**config.mk**
```make
export PLATFORM = sky130hd
export DESIGN_NAME = fetch_unit
export DESIGN_NICKNAME = d
export VERILOG_FILES = /design/src/rtl/riscv_pkg.sv /design/src/rtl/fetch_queue.sv /design/src/rtl/fetch_unit.sv
export SDC_FILE = /design/constraint.sdc
export NUM_CORES = 1
export LEC_CHECK = 0
export BUFFER_PORTS_ARGS = -buffer_cell sky130_fd_sc_hd__buf_2
export CORE_MARGIN = 10
export CORE_UTILIZATION = 40
export DETAILED_ROUTE_END_ITERATION = 10
export MAX_ROUTING_LAYER = met4
export REMOVE_ABC_BUFFERS = 1
export SETUP_SLACK_MARGIN = 0.15
export SYNTH_ARGS = -nofsm -noshare
export SYNTH_HDL_FRONTEND = slang
export SYNTH_SLANG_ARGS = --single-unit
```
**constraint.sdc**
```tcl
create_clock -name clk -period 8.44 [get_ports clk]
set_input_delay 0.422 -clock clk [delete_from_list [all_inputs] [get_ports clk]]
set_output_delay 0.422 -clock clk [all_outputs]
set_load 0.05 [all_outputs]
```
**src/rtl/riscv_pkg.sv**
```systemverilog
// -----------------------------------------------------------------------------
// riscv_pkg
// Shared definitions for the pipeline front end.
//   XLEN          : architectural register / address width
//   NOP_INSTR     : canonical no-op (addi x0, x0, 0) shown to decode when idle
//   fetch_entry_t : one fetched instruction together with its address
//   word_align    : clears the byte-offset bits of an address
// -----------------------------------------------------------------------------
package riscv_pkg;

    localparam int XLEN = 32;

    localparam logic [XLEN-1:0] NOP_INSTR = 32'h0000_0013;

    typedef struct packed {
        logic [XLEN-1:0] instr;
        logic [XLEN-1:0] pc;
    } fetch_entry_t;

    function automatic logic [XLEN-1:0] word_align(input logic [XLEN-1:0] addr);
        return {addr[XLEN-1:2], 2'b00};
    endfunction

endpackage

```
**src/rtl/fetch_queue.sv**
```systemverilog
// -----------------------------------------------------------------------------
// fetch_queue
// Synchronous FIFO of fetch entries sitting between instruction memory and
// decode. Pointers wrap modulo DEPTH. A flush empties the queue in one cycle
// and takes priority over push/pop.
// Ports:
//   clk, rst_n   : clock, asynchronous active-low reset
//   flush        : discard all entries
//   push         : write push_entry at the tail (caller guarantees not full)
//   push_entry   : entry to write
//   pop          : remove the head entry (caller guarantees not empty)
//   head_entry   : current head entry (undefined when empty)
//   count        : number of valid entries
//   empty        : count == 0
// -----------------------------------------------------------------------------
module fetch_queue
    import riscv_pkg::*;
#(
    parameter int DEPTH = 2
) (
    input  logic                       clk,
    input  logic                       rst_n,
    input  logic                       flush,
    input  logic                       push,
    input  fetch_entry_t               push_entry,
    input  logic                       pop,
    output fetch_entry_t               head_entry,
    output logic [$clog2(DEPTH+1)-1:0] count,
    output logic                       empty
);

    localparam int PW = (DEPTH > 1) ? $clog2(DEPTH) : 1;
    localparam int CW = $clog2(DEPTH + 1);

    fetch_entry_t    entries [DEPTH];
    logic [PW-1:0]   wr_ptr;
    logic [PW-1:0]   rd_ptr;
    logic [CW-1:0]   count_q;

    function automatic logic [PW-1:0] ptr_inc(input logic [PW-1:0] ptr);
        return (ptr == PW'(DEPTH - 1)) ? '0 : ptr + PW'(1);
    endfunction

    always_ff @(posedge clk or negedge rst_n) begin
        if (!rst_n) begin
            wr_ptr  <= '0;
            rd_ptr  <= '0;
            count_q <= '0;
        end else if (flush) begin
            wr_ptr  <= '0;
            rd_ptr  <= '0;
            count_q <= '0;
        end else begin
            if (push) begin
                wr_ptr <= ptr_inc(wr_ptr);
            end
            if (pop) begin
                rd_ptr <= ptr_inc(rd_ptr);
            end
            case ({push, pop})
                2'b10:   count_q <= count_q + CW'(1);
                2'b01:   count_q <= count_q - CW'(1);
                default: count_q <= count_q;
            endcase
        end
    end

    // Storage carries no reset; validity is tracked by the pointers alone.
    always_ff @(posedge clk) begin
        if (push && !flush) begin
            entries[wr_ptr] <= push_entry;
        end
    end

    assign head_entry = entries[rd_ptr];
    assign count      = count_q;
    assign empty      = (count_q == '0);

endmodule

```
**src/rtl/fetch_unit.sv**
```systemverilog
// -----------------------------------------------------------------------------
// fetch_unit
// Instruction-fetch stage. Holds the fetch PC, issues word requests to
// instruction memory, buffers in-order responses and hands instructions to
// decode with a valid/ready handshake. Redirects flush the queue and cause
// every response still in flight to be dropped.
//
// Optional feature (compile-time macro FETCH_BYPASS_EN):
//   defined   : a live response arriving while the queue is empty is shown to
//               decode in the same cycle and, if taken, never enqueued.
//   undefined : every response goes through the queue (1-cycle latency, no
//               combinational path from imem to decode).
//
// Ports:
//   clk, rst_n                     : clock, asynchronous active-low reset
//   imem_req_valid/ready/addr      : fetch request channel
//   imem_rsp_valid/data            : in-order responses, one per request
//   redirect_valid/pc              : taken branch / jump target from execute
//   id_valid/ready                 : handshake towards decode
//   id_instr, id_pc, id_pc_plus4   : instruction and its address (+4)
// -----------------------------------------------------------------------------
module fetch_unit
    import riscv_pkg::*;
#(
    parameter logic [31:0] RESET_PC    = 32'h0000_0000,
    parameter int          QUEUE_DEPTH = 2
) (
    input  logic        clk,
    input  logic        rst_n,
    output logic        imem_req_valid,
    input  logic        imem_req_ready,
    output logic [31:0] imem_req_addr,
    input  logic        imem_rsp_valid,
    input  logic [31:0] imem_rsp_data,
    input  logic        redirect_valid,
    input  logic [31:0] redirect_pc,
    output logic        id_valid,
    input  logic        id_ready,
    output logic [31:0] id_instr,
    output logic [31:0] id_pc,
    output logic [31:0] id_pc_plus4
);

    localparam int CW = $clog2(QUEUE_DEPTH + 1);
    localparam int SW = $clog2(QUEUE_DEPTH);

    // Control state
    logic          running;
    logic [31:0]   fetch_pc;
    logic [CW-1:0] outstanding;
    logic [CW-1:0] drop;

    // PC shadow: addresses of accepted requests, popped by every response
    logic [31:0]   shadow_pc [QUEUE_DEPTH];
    logic [SW-1:0] shadow_wr;
    logic [SW-1:0] shadow_rd;

    // Queue interface
    fetch_entry_t  q_head;
    fetch_entry_t  q_push_entry;
    logic [CW-1:0] q_count;
    logic          q_empty;
    logic          q_push;
    logic          q_pop;

    logic          req_fire;
    logic          rsp_live;
    logic          byp_valid;
    logic [CW:0]   inflight;
    logic [31:0]   rsp_pc;

    function automatic logic [SW-1:0] shadow_inc(input logic [SW-1:0] ptr);
        return (ptr == SW'(QUEUE_DEPTH - 1)) ? '0 : ptr + SW'(1);
    endfunction

    // Credit: queued plus in-flight never exceeds the queue size, so every
    // response is guaranteed a slot and the response channel needs no ready.
    assign inflight       = (CW+1)'(q_count) + (CW+1)'(outstanding);
    assign imem_req_valid = running && !redirect_valid &&
                            (inflight < (CW+1)'(QUEUE_DEPTH));
    assign imem_req_addr  = fetch_pc;
    assign req_fire       = imem_req_valid && imem_req_ready;

    // A response is live only if it belongs to the current fetch stream and
    // does not coincide with a redirect.
    assign rsp_pc   = shadow_pc[shadow_rd];
    assign rsp_live = imem_rsp_valid && (drop == '0) && !redirect_valid;

`ifdef FETCH_BYPASS_EN
    assign byp_valid = rsp_live && q_empty;
`else
    assign byp_valid = 1'b0;
`endif

    always_comb begin
        id_valid = 1'b0;
        id_instr = NOP_INSTR;
        id_pc    = 32'h0000_0000;
        if (!redirect_valid) begin
            if (!q_empty) begin
                id_valid = 1'b1;
                id_instr = q_head.instr;
                id_pc    = q_head.pc;
            end else if (byp_valid) begin
                id_valid = 1'b1;
                id_instr = imem_rsp_data;
                id_pc    = rsp_pc;
            end
        end
    end

    assign id_pc_plus4 = id_pc + 32'd4;

    assign q_pop        = id_valid && id_ready && !q_empty;
    assign q_push       = rsp_live && !(byp_valid && id_ready);
    assign q_push_entry = '{instr: imem_rsp_data, pc: rsp_pc};

    fetch_queue #(
        .DEPTH (QUEUE_DEPTH)
    ) u_queue (
        .clk        (clk),
        .rst_n      (rst_n),
        .flush      (redirect_valid),
        .push       (q_push),
        .push_entry (q_push_entry),
        .pop        (q_pop),
        .head_entry (q_head),
        .count      (q_count),
        .empty      (q_empty)
    );

    // Fetch PC, request bookkeeping and drop accounting
    always_ff @(posedge clk or negedge rst_n) begin
        if (!rst_n) begin
            running     <= 1'b0;
            fetch_pc    <= RESET_PC;
            outstanding <= '0;
            drop        <= '0;
            shadow_wr   <= '0;
            shadow_rd   <= '0;
        end else begin
            running <= 1'b1;

            if (redirect_valid) begin
                fetch_pc <= word_align(redirect_pc);
            end else if (req_fire) begin
                fetch_pc <= fetch_pc + 32'd4;
            end

            case ({req_fire, imem_rsp_valid})
                2'b10:   outstanding <= outstanding + CW'(1);
                2'b01:   outstanding <= outstanding - CW'(1);
                default: outstanding <= outstanding;
            endcase

            // Everything still in flight after this cycle is stale once a
            // redirect is seen; a response in the redirect cycle is itself
            // discarded and therefore not counted again.
            if (redirect_valid) begin
                drop <= outstanding - CW'(imem_rsp_valid);
            end else if (imem_rsp_valid && (drop != '0)) begin
                drop <= drop - CW'(1);
            end

            if (req_fire) begin
                shadow_wr <= shadow_inc(shadow_wr);
            end
            if (imem_rsp_valid) begin
                shadow_rd <= shadow_inc(shadow_rd);
            end
        end
    end

    always_ff @(posedge clk) begin
        if (req_fire) begin
            shadow_pc[shadow_wr] <= fetch_pc;
        end
    end

endmodule

```
==> results.py <==
metrics = {
    "synthesis": {
        "synth_edf_count": 184,
        "synth_cell_types": 61,
        "synth.top_cells.by_area": "edfxtp_1 (54%), dfrtp_1 (10%), mux2i_1 (5.9%)",
        "synth-simple-area-share": 0.129,
        "synth_top_area_share": 0.542,
        "synthAdderAreaFrac": 0.00809,
        "ys_seq_elements": 225,
        "synthMuxAreaShare": 0.0953,
        "synth_top_family_by_area": "simple AND/OR/NAND/NOR gates",
        "synth_xor_area_frac": 0.0318,
        "seq_area_frac_synth": 0.642,
        "synth_area_leader_cell": "edfxtp_1",
        "synthCells": 758,
        "ys.flop_type": "edfxtp_1",
        "synthArstFlopShare": 0.182,
        "netlist_area_mm2": 0.0102,
        "syn_avg_cell_area_um2": 13.5,
        "synth-compound-area-share": 0.0663,
        "yosys_warnings": 0,
    },
    "routing": {
        "drc": 0,
        "dr.pass1.iters": 5,
        "drt_iter0_markers": 334,
        "viasPerCell": 5.09,
        "wl_um": 23200,
        "vias": 6618,
        "wl_per_cell_um": 17.8,
        "antenna_left": 0,
    },
    "critical_path": {
        "start_kind": "flip-flop",
        "ff2ff_setup_slack_ns": 5.28,
        "crit_chain": "buf_4, mux2i_1, a2111oi_4, nand3b_1, or4_1, xnor2_1, buf_2",
        "r2r_end": "shadow_pc[0][30]",
        "crit_path_end_kind": "primary output",
        "worst-setup-path-type": "flip-flop to primary output",
        "rr_worst_depth": 10,
        "required_ns": 8.02,
        "cp.arrival_ns": 4.06,
        "path_max_fanout": 70,
        "rr_startpoint": "u_queue.count[0]",
        "critPathSlowestCell": "buf_4",
        "slowest_delay_ns": 0.82,
    },
    "power_and_ir_drop": {
        "irDropWorstVdd_uv": 120,
        "power_mw": 3.08,
        "power_density_mw_per_mm2": 251,
        "p_leak_nw": 4.66,
    },
    "floorplanning": {
        "die_w_um": 180,
        "die_h_um": 180,
        "pin_count": 200,
        "core_mm2": 0.0251,
        "fp.dieArea_mm2": 0.0323,
        "placementRows": 58,
        "initial_utilization": 0.406,
    },
    "cells_and_area": {
        "area_growth_syn_to_layout_pct": 20.0,
        "fin_nets": 1030,
        "seq_area_mm2": 0.00656,
        "final_common_cell": "buf_2",
        "final_cells": 1301,
        "multi_input_area_mm2": 0.00341,
        "diodes": 0,
        "final_cell_mix": "buf_2 (191), edfxtp_1 (184), nor2_1 (85)",
        "fin_util": 0.488,
        "nFillCells": 2261,
        "drive_gt1_frac": 0.302,
    },
    "clocking": {
        "cts.sinks": 225,
        "htreeDepth": 1,
        "cts_setup_buffers": 0,
        "cts.clk_slew.worst_paths_ns": 0.06,
        "root_buffer": "clkbuf_16",
        "cts_tree": "built",
        "ctsHoldBuffers": 0,
        "clk_path_buf_depth": 3,
        "numCtsBuffers": 25,
        "clk-insertion-delay-late_ns": 0.50,
        "postCtsResizedCells": 0,
    },
    "grt": {
        "grt-ovfl-total": 0,
        "antenna_found_initial": 0,
        "grt_pass1_vias": 6719,
        "track_usage": 0.143,
        "grt_max_degree": 74,
        "grt_pass1_wl_um": 37200,
    },
    "sta": {
        "tightest_slew_ns": 0.977,
        "fin_setup_tns_ns": 0,
        "period_minus_slack_ns": 4.48,
        "fmax_ghz": 0.223,
        "finalMaxSlewViolations": 0,
        "rsz0062_at_grt": "false",
        "setup_viol": 0,
        "layout_worst_path_cycle_share": 0.531,
        "fin_skew_ns": 0.00699,
        "timing.hold.ws_ns": 0.0642,
        "slew_headroom": 0.349,
        "hold_violations": 0,
    },
    "placement": {
        "gp_congestion": 0.818,
        "hpwl_um": 16100,
        "place_inst": 1257,
        "place.port_buffers": 191,
    },
    "outcome": {
        "status": "finished clean",
    },
    "flow_run": {
        "cap_violations": 0,
    },
    "worst_hold_path": {
        "hold_class": "input port to async pin",
    },
}
==> stage by stage <==
stage	worst slack, ns	cell area [µm²]
2_1_floorplan	2.21	10000
3_3_place_gp	4.45	11500
3_5_place_dp	4.39	11500
4_1_cts	3.89	12200
5_1_grt	3.67	12200
6_report	3.96	12200
==> metal layers <==
layer,global-route usage,vias to the layer above,part of all wire
met1,0.191,3178,0.47
li1,-,3246,-
met5,-,-,0
met4,0.0367,0,0.019
met3,0.0239,30,0.045
met2,0.224,164,0.47
==> synth_stat cells, drive strengths merged (2+ instances only) <==
cell type / n
edfxtp: 184
dfrtp: 41
buf: 32
conb: 2
a31oi: 5
mux2: 33
or3: 6
inv: 14
or4: 2
mux2i: 60
a32o: 2
xnor2: 13
nand2b: 2
clkbuf: 8
nand2: 50
nor4: 11
nand3b: 11
and2: 3
nand3: 36
nand4b: 3
a22oi: 9
ha: 5
o211ai: 5
nor2b: 5
a221o: 6
nor4b: 3
a211oi: 4
nor3: 12
o311ai: 14
o21ai: 26
nand4: 14
and3: 6
nor2: 87
a21oi: 8
xor2: 24
a2111oi: 2
a41oi: 2
==> report_power, final <==
part	switching [mW]	total (mW)	internal [mW]
combinational	0.428	0.638	0.209
sequential	0.0949	1.43	1.34
clock	0.403	1.00	0.601
==> final cells by class <==
type | instances | area share
Timing Repair Buffer | 204 | 0.0860
Multi-Input combinational cell | 484 | 0.278
Inverter | 14 | 0.00429
Clock buffer | 30 | 0.0526
Clock inverter | 14 | 0.00991
Tap cell | 330 | 0.0337
Sequential cell | 225 | 0.535
==> flip-flops by register name, summed over array words and instances, names as in the netlist, 2 cells and up <==
signal           flops
imem_req_addr       30
outstanding          2
shadow_pc           60
u_queue.count        2
drop                 2
u_queue.entries    124
==> cell families (layout without fill, tap and decap cells) <==
group	count (synthesis)	after routing
buf+inv	54	262
fa+ha+maj	6	6
compound gates	88	88
other cells	2	7
simple gates	253	253
mux	93	93
flops	225	225
xor+xnor	37	37
==> worst max-delay path, delay by kind of cell, from the launching register on <==
kind                   cells  cell delay (ns)
flip-flops                 1             0.68
multiplexers               1             0.30
AO/OA/AOI/OAI              1             0.49
buffers and inverters      2             1.11
AND/OR/NAND/NOR            2             0.72
XOR/XNOR                   1             0.19
==> worst max-delay path by stage <==
stage                        start              end  slack (ns)  depth (start not counted)
floorplan           u_queue.rd_ptr  id_pc_plus4[26]        2.21                          8
global placement    redirect_valid  id_pc_plus4[30]        4.45                         14
detailed placement  redirect_valid  id_pc_plus4[30]        4.39                         14
CTS                 u_queue.rd_ptr  id_pc_plus4[23]        3.89                          7
global route        u_queue.rd_ptr  id_pc_plus4[23]        3.67                          7
finish              u_queue.rd_ptr  id_pc_plus4[23]        3.96                          7
No activity file was read; power rests on OpenSTA's default activity.
